File: src/rtl/rst_seq_pkg.sv
// Shared types and helpers for the rst_seq reset sequencer.
package rst_seq_pkg;

  typedef enum logic [1:0] {
    HOLD     = 2'd0,
    DEBOUNCE = 2'd1,
    RELEASE  = 2'd2,
    RUN      = 2'd3
  } state_e;

  // Cause bit positions, relative to the first bit after the req causes.
  localparam int CAUSE_LOCK_OFS = 0;
  localparam int CAUSE_SW_OFS   = 1;
  localparam int CAUSE_WDT_OFS  = 2;

  function automatic int cnt_width(input int deb, input int gap, input int wdt);
    int m;
    m = (deb > gap) ? deb : gap;
    m = (wdt > m) ? wdt : m;
    return $clog2(m + 1);
  endfunction

endpackage

File: src/rtl/rst_sync.sv
// Two-flop synchroniser with asynchronous reset to a programmable value.
module rst_sync #(
  parameter int           W       = 1,
  parameter logic [W-1:0] RST_VAL = {W{1'b0}}
) (
  input  logic         clk,
  input  logic         rst,
  input  logic [W-1:0] d,
  output logic [W-1:0] q
);

  logic [W-1:0] r_meta;
  logic [W-1:0] r_sync;

  // Metastability chain; resets to the "request active" value.
  always_ff @(posedge clk or posedge rst) begin
    if (rst) begin
      r_meta <= RST_VAL;
      r_sync <= RST_VAL;
    end else begin
      r_meta <= d;
      r_sync <= r_meta;
    end
  end

  assign q = r_sync;

endmodule

File: src/rtl/rst_seq.sv
// rst_seq: debounced, staggered release of CHN reset domains with sticky cause capture.
// Optional watchdog: define RST_SEQ_WDT_EN to add the wdt_kick input and timeout cause.
module rst_seq
  import rst_seq_pkg::*;
#(
  parameter int CHN = 4,
  parameter int SRC = 2,
  parameter int DEB = 500,
  parameter int GAP = 16,
  parameter int WDT = 32768
) (
  input  logic           clk,
  input  logic           rst,
  input  logic [SRC-1:0] req,
  input  logic           lock,
  input  logic           sw_req,
`ifdef RST_SEQ_WDT_EN
  input  logic           wdt_kick,
`endif
  input  logic           cause_clr,
  output logic [CHN-1:0] rst_o,
  output logic           rdy,
  output logic [SRC+2:0] cause
);

  localparam int             CW        = cnt_width(DEB, GAP, WDT);
  localparam int             IW        = (CHN > 1) ? $clog2(CHN) : 1;
  localparam logic [CW-1:0]  DEB_LAST  = CW'(DEB - 1);
  localparam logic [CW-1:0]  GAP_LAST  = CW'(GAP - 1);
  localparam logic [IW-1:0]  LAST_IDX  = IW'(CHN - 1);
  localparam logic [IW:0]    SHAMT_OFS = (IW + 1)'(2);
  localparam logic [CHN-1:0] ONES      = {CHN{1'b1}};

  state_e         r_state;
  logic [CW-1:0]  r_cnt;
  logic [IW-1:0]  r_idx;
  logic [CHN-1:0] r_rst_o;
  logic           r_rdy;
  logic [SRC+2:0] r_cause;
  logic           r_lock_d;

  logic [SRC-1:0] w_req_s;
  logic           w_lock_s;
  logic           w_q;
  logic           w_active;
  logic           w_wdt_fire;
  logic [IW:0]    w_shamt;
  logic [SRC+2:0] w_cause_set;

  rst_sync #(.W(SRC), .RST_VAL({SRC{1'b1}})) u_req_sync (
    .clk (clk),
    .rst (rst),
    .d   (req),
    .q   (w_req_s)
  );

  rst_sync #(.W(1), .RST_VAL(1'b0)) u_lock_sync (
    .clk (clk),
    .rst (rst),
    .d   (lock),
    .q   (w_lock_s)
  );

  assign w_q      = ~|w_req_s & w_lock_s & ~sw_req;
  assign w_active = (r_state == RELEASE) | (r_state == RUN);
  // Bits 0..idx+1 are released once the next channel goes; shift amount is idx+2.
  assign w_shamt  = {1'b0, r_idx} + SHAMT_OFS;

`ifdef RST_SEQ_WDT_EN
  localparam logic [CW-1:0] WDT_LAST = CW'(WDT - 1);
  logic [CW-1:0] r_wdt;

  assign w_wdt_fire = (r_state == RUN) & ~wdt_kick & (r_wdt == WDT_LAST);

  // Watchdog counts only while settled in RUN; kick, timeout or exit clear it.
  always_ff @(posedge clk or posedge rst) begin
    if (rst) begin
      r_wdt <= '0;
    end else if ((r_state == RUN) & w_q & ~wdt_kick & ~w_wdt_fire) begin
      r_wdt <= r_wdt + 1'b1;
    end else begin
      r_wdt <= '0;
    end
  end
`else
  assign w_wdt_fire = 1'b0;
`endif

  // Causes are recorded once release has begun; glitches during debounce are filtered.
  always_comb begin
    w_cause_set = '0;
    if (w_active) begin
      w_cause_set[SRC-1:0]              = w_req_s;
      w_cause_set[SRC + CAUSE_LOCK_OFS] = r_lock_d & ~w_lock_s;
      w_cause_set[SRC + CAUSE_SW_OFS]   = sw_req;
    end else begin
      w_cause_set = '0;
    end
    w_cause_set[SRC + CAUSE_WDT_OFS] = w_wdt_fire;
  end

  // Sticky cause register; a new set beats a simultaneous clear.
  always_ff @(posedge clk or posedge rst) begin
    if (rst) begin
      r_cause  <= '0;
      r_lock_d <= 1'b0;
    end else begin
      r_lock_d <= w_lock_s;
      if (cause_clr) begin
        r_cause <= w_cause_set;
      end else begin
        r_cause <= r_cause | w_cause_set;
      end
    end
  end

  // Sequencer FSM with registered rst_o/rdy.
  always_ff @(posedge clk or posedge rst) begin
    if (rst) begin
      r_state <= HOLD;
      r_cnt   <= '0;
      r_idx   <= '0;
      r_rst_o <= ONES;
      r_rdy   <= 1'b0;
    end else begin
      case (r_state)
        HOLD: begin
          r_rst_o <= ONES;
          r_rdy   <= 1'b0;
          r_idx   <= '0;
          r_cnt   <= '0;
          if (w_q) begin
            r_state <= DEBOUNCE;
          end else begin
            r_state <= HOLD;
          end
        end
        DEBOUNCE: begin
          if (!w_q) begin
            r_state <= HOLD;
            r_cnt   <= '0;
          end else if (r_cnt == DEB_LAST) begin
            r_state <= RELEASE;
            r_cnt   <= '0;
            r_idx   <= '0;
            r_rst_o <= ONES << 1'b1;
          end else begin
            r_cnt <= r_cnt + 1'b1;
          end
        end
        RELEASE: begin
          if (!w_q) begin
            r_state <= HOLD;
            r_rst_o <= ONES;
            r_cnt   <= '0;
            r_idx   <= '0;
          end else if (r_idx == LAST_IDX) begin
            r_state <= RUN;
            r_rdy   <= 1'b1;
            r_cnt   <= '0;
          end else if (r_cnt == GAP_LAST) begin
            r_idx   <= r_idx + 1'b1;
            r_cnt   <= '0;
            r_rst_o <= ONES << w_shamt;
          end else begin
            r_cnt <= r_cnt + 1'b1;
          end
        end
        RUN: begin
          if (!w_q || w_wdt_fire) begin
            r_state <= HOLD;
            r_rst_o <= ONES;
            r_rdy   <= 1'b0;
          end else begin
            r_rst_o <= '0;
            r_rdy   <= 1'b1;
          end
          r_cnt <= '0;
          r_idx <= '0;
        end
        default: begin
          r_state <= HOLD;
          r_rst_o <= ONES;
          r_rdy   <= 1'b0;
          r_cnt   <= '0;
          r_idx   <= '0;
        end
      endcase
    end
  end

  assign rst_o = r_rst_o;
  assign rdy   = r_rdy;
  assign cause = r_cause;

endmodule

File: config.mk
export PLATFORM = sky130hd
export DESIGN_NAME = rst_seq
export DESIGN_NICKNAME = d
export VERILOG_FILES = /design/src/rtl/rst_seq_pkg.sv /design/src/rtl/rst_sync.sv /design/src/rtl/rst_seq.sv
export SDC_FILE = /design/constraint.sdc
export NUM_CORES = 1
export LEC_CHECK = 0
export ABC_AREA = 1
export CORE_MARGIN = 2
export CORE_UTILIZATION = 40
export DETAILED_ROUTE_END_ITERATION = 10
export PLACE_DENSITY_LB_ADDON = 0.12
export SYNTH_ARGS = -nofsm -noshare
export SYNTH_HDL_FRONTEND = slang
export SYNTH_SLANG_ARGS = --single-unit
export TNS_END_PERCENT = 5
File: constraint.sdc
create_clock -name clk -period 2.4 [get_ports clk]
set_clock_uncertainty 0.05 [all_clocks]
set_input_delay 0.48 -clock clk [delete_from_list [all_inputs] [get_ports clk]]
set_output_delay 0.48 -clock clk [all_outputs]
set_load 0.02 [all_outputs]
==> qor.yml <==
yosys:
  ys_seq_area_share_pct: 47.8
  syn_inst: 231
  ys_ff_latch: 36
  yosys_warnings: 0
  syn_area_um2: 1910
  synth_top_area_share_pct: 36.7
  synth_edf_count: 0
  async_flop_share_pct: 100
  syn_area_per_cell_um2: 8.25
  yosysUniqueCellTypes: 27
  ys_top_cells_by_area: "dfrtp_1, dfstp_2, nand2_1"
  yosysMostFrequentCell: "nand2_1"
  yosys-top-cells-count: "nand2_1, inv_1, nor2_1, dfrtp_1, nand3_1"
  synth_fp_nets: 242
  synth_top_cell_by_area: "dfrtp_1"
  synth_top_flop_cell: "dfrtp_1"
layout:
  final_nets: 263
  stdcell_count: 307
  fin_area_um2: 2210
  final_layout_size_suffix_gt1_share_pct: 15.0
  area_growth_pct: 16.0
  num-fill-cells: 496
  antenna_cells: 0
power_and_ir_drop:
  worst_ir_drop_vdd_uv: 338
  p_per_area_nw_per_um2: 535
  power.leakage_nw: 0.966
critical_path:
  critPathLaunchType: "flip-flop"
  cp_cell_sequence: "clkdlybuf4s50_1"
  path_buf_inv: 1
  critical_path_class: "flip-flop to output port"
  slowest_delay_ns: 0.59
  crit_fanout: 2
  cp-end-kind: "output port"
  path_delay_family: "buffers and inverters"
  cp.arrival_ns: 1.40
  crit_slowest_cell: "clkdlybuf4s50_1"
  worstPathRequired_ns: 1.87
placement:
  place_ws_ns: 0.359
  placed_cells: 299
  hpwl_mm: 2.49
  gp_congestion: 0.783
  placed_area_um2: 2100
  io_buffers: 15
drt:
  via_count: 1397
  drtIter0Drc: 48
  drtPass1Iterations: 4
  drc: 0
  routed_via_density: 4.55
  wl_per_cell_um: 10.9
  ant_nets: 0
  wl_mm: 3.35
clock_tree:
  cts_resized: 0
  cts_made_buffers: 5
  clk_latency_ns: 0.28
  cts.sinks: 36
  root_buffer: "clkbuf_8"
  ctsHoldBuffers: 0
  cts_setup_buffers: 0
  cts_tree: "built"
  clock_path_buffers: 2
  path_clk_slew_ns: 0.07
  htreeDepth: 2
timing:
  hold_viol: 0
  slew_viol_final: 0
  tns_ns: 0
  setup_viol: 0
  max_freq_mhz: 518
  post-route-period-util_pct: 80.5
  setup_slack_ns: 0.469
  rsz0062_at_grt: "false"
  period_needed_ns: 1.93
die:
  dieHeight_um: 73.0
  ioPinCount: 17
  fp.dieW_um: 73.0
  initial_core_util_pct: 40.9
  rows: 25
  die_area_um2: 5340
  core_um2: 4660
grt:
  overflow: 0
  grt_pass1_wl_mm: 6.09
  grt_usage_pct: 15.2
  antenna_found_initial: 0
  grt_pass1_vias: 1360
  grt_max_degree: 37
status:
  status: "complete, no violations"
job:
  max_cap_violations: 0
worst_hold_path:
  hp-class: "flip-flop to flip-flop"
## power by group
part	leakage, nW	internal, mW	switching (mW)
Sequential	0.468	0.620	0.00431
Clock	0.0552	0.308	0.205
Combinational	0.442	0.0181	0.0275
Total	0.966	0.946	0.237
## cell type report
type                            instances  area (µm²)  share of cell area, %
Timing Repair Buffer                   16         158                   7.13
Sequential cell                        36         911                   41.2
Clock buffer                            6        72.6                   3.28
Multi-Input combinational cell        157         831                   37.6
Tap cell                               54        67.6                   3.05
Inverter                               36         138                   6.22
Clock inverter                          2        35.0                   1.58
## sequential cells by signal, summed over array words and instances (netlist names)
register            cells
cause                   4
rst_o                   4
u_req_sync.r_meta       2
r_cnt                  16
u_lock_sync.r_meta      1
r_state                 2
r_idx                   2
r_lock_d                1
u_req_sync.q            2
u_lock_sync.q           1
rdy                     1
## placed cells by master (no fill, tap or decap), types with 4 or more instances in the layout
cell,netlist,routed
clkdlybuf4s50_1,0,15
dfstp_2,8,8
inv_1,32,32
nor2_1,31,31
xor2_1,4,4
clkbuf_8,0,5
o21ai_0,13,13
nor2_4,10,10
nor3_1,5,5
nand2_1,52,52
nand3_1,16,16
ha_1,4,4
dfrtp_1,28,28
## through the flow
step	hold WS [ns]	power, mW	util (%)
floorplan	0.281	0.662	-
global placement	0.285	0.683	45.2
detailed placement	0.285	0.683	45.2
CTS	0.300	1.21	47.5
global route	0.315	1.24	47.5
finish	0.298	1.18	47.5
## final timing paths
path,startpoint,to,slack (ns),depth (start not counted)
setup / recovery,rst_o[2],rst_o[2],0.47,1
hold / removal,u_lock_sync.r_meta,u_lock_sync.q,0.30,0
setup reg to reg,r_cnt[0],r_cnt[11],0.61,8
hold reg to reg,u_lock_sync.r_meta,u_lock_sync.q,0.30,0
max in group asynchronous,rst,u_req_sync.r_meta[0],1.41,3
min in group asynchronous,rst,cause[1],0.54,3
## logic make-up (layout without fill, tap and decap cells)
logic type / count (synthesis) / in the layout / synth area share [%]
other cells: 1 / 1 / 0.197
flops: 36 / 36 / 47.8
compound gates: 19 / 19 / 5.38
fa+ha+maj: 4 / 4 / 2.62
buf+inv: 38 / 60 / 8.66
xor+xnor: 7 / 7 / 3.22
simple gates: 126 / 126 / 32.2
## layer usage
metal,vias up,part of all wire (%),routed length (µm),GRT usage [%]
met5,-,0,0,0
met4,0,2.3,76,7.41
met3,6,3.3,110,4.14
met2,21,47,1570,24.3
met1,620,47,1590,18.8
li1,750,-,-,-
Power figures use the tool's default switching activity.
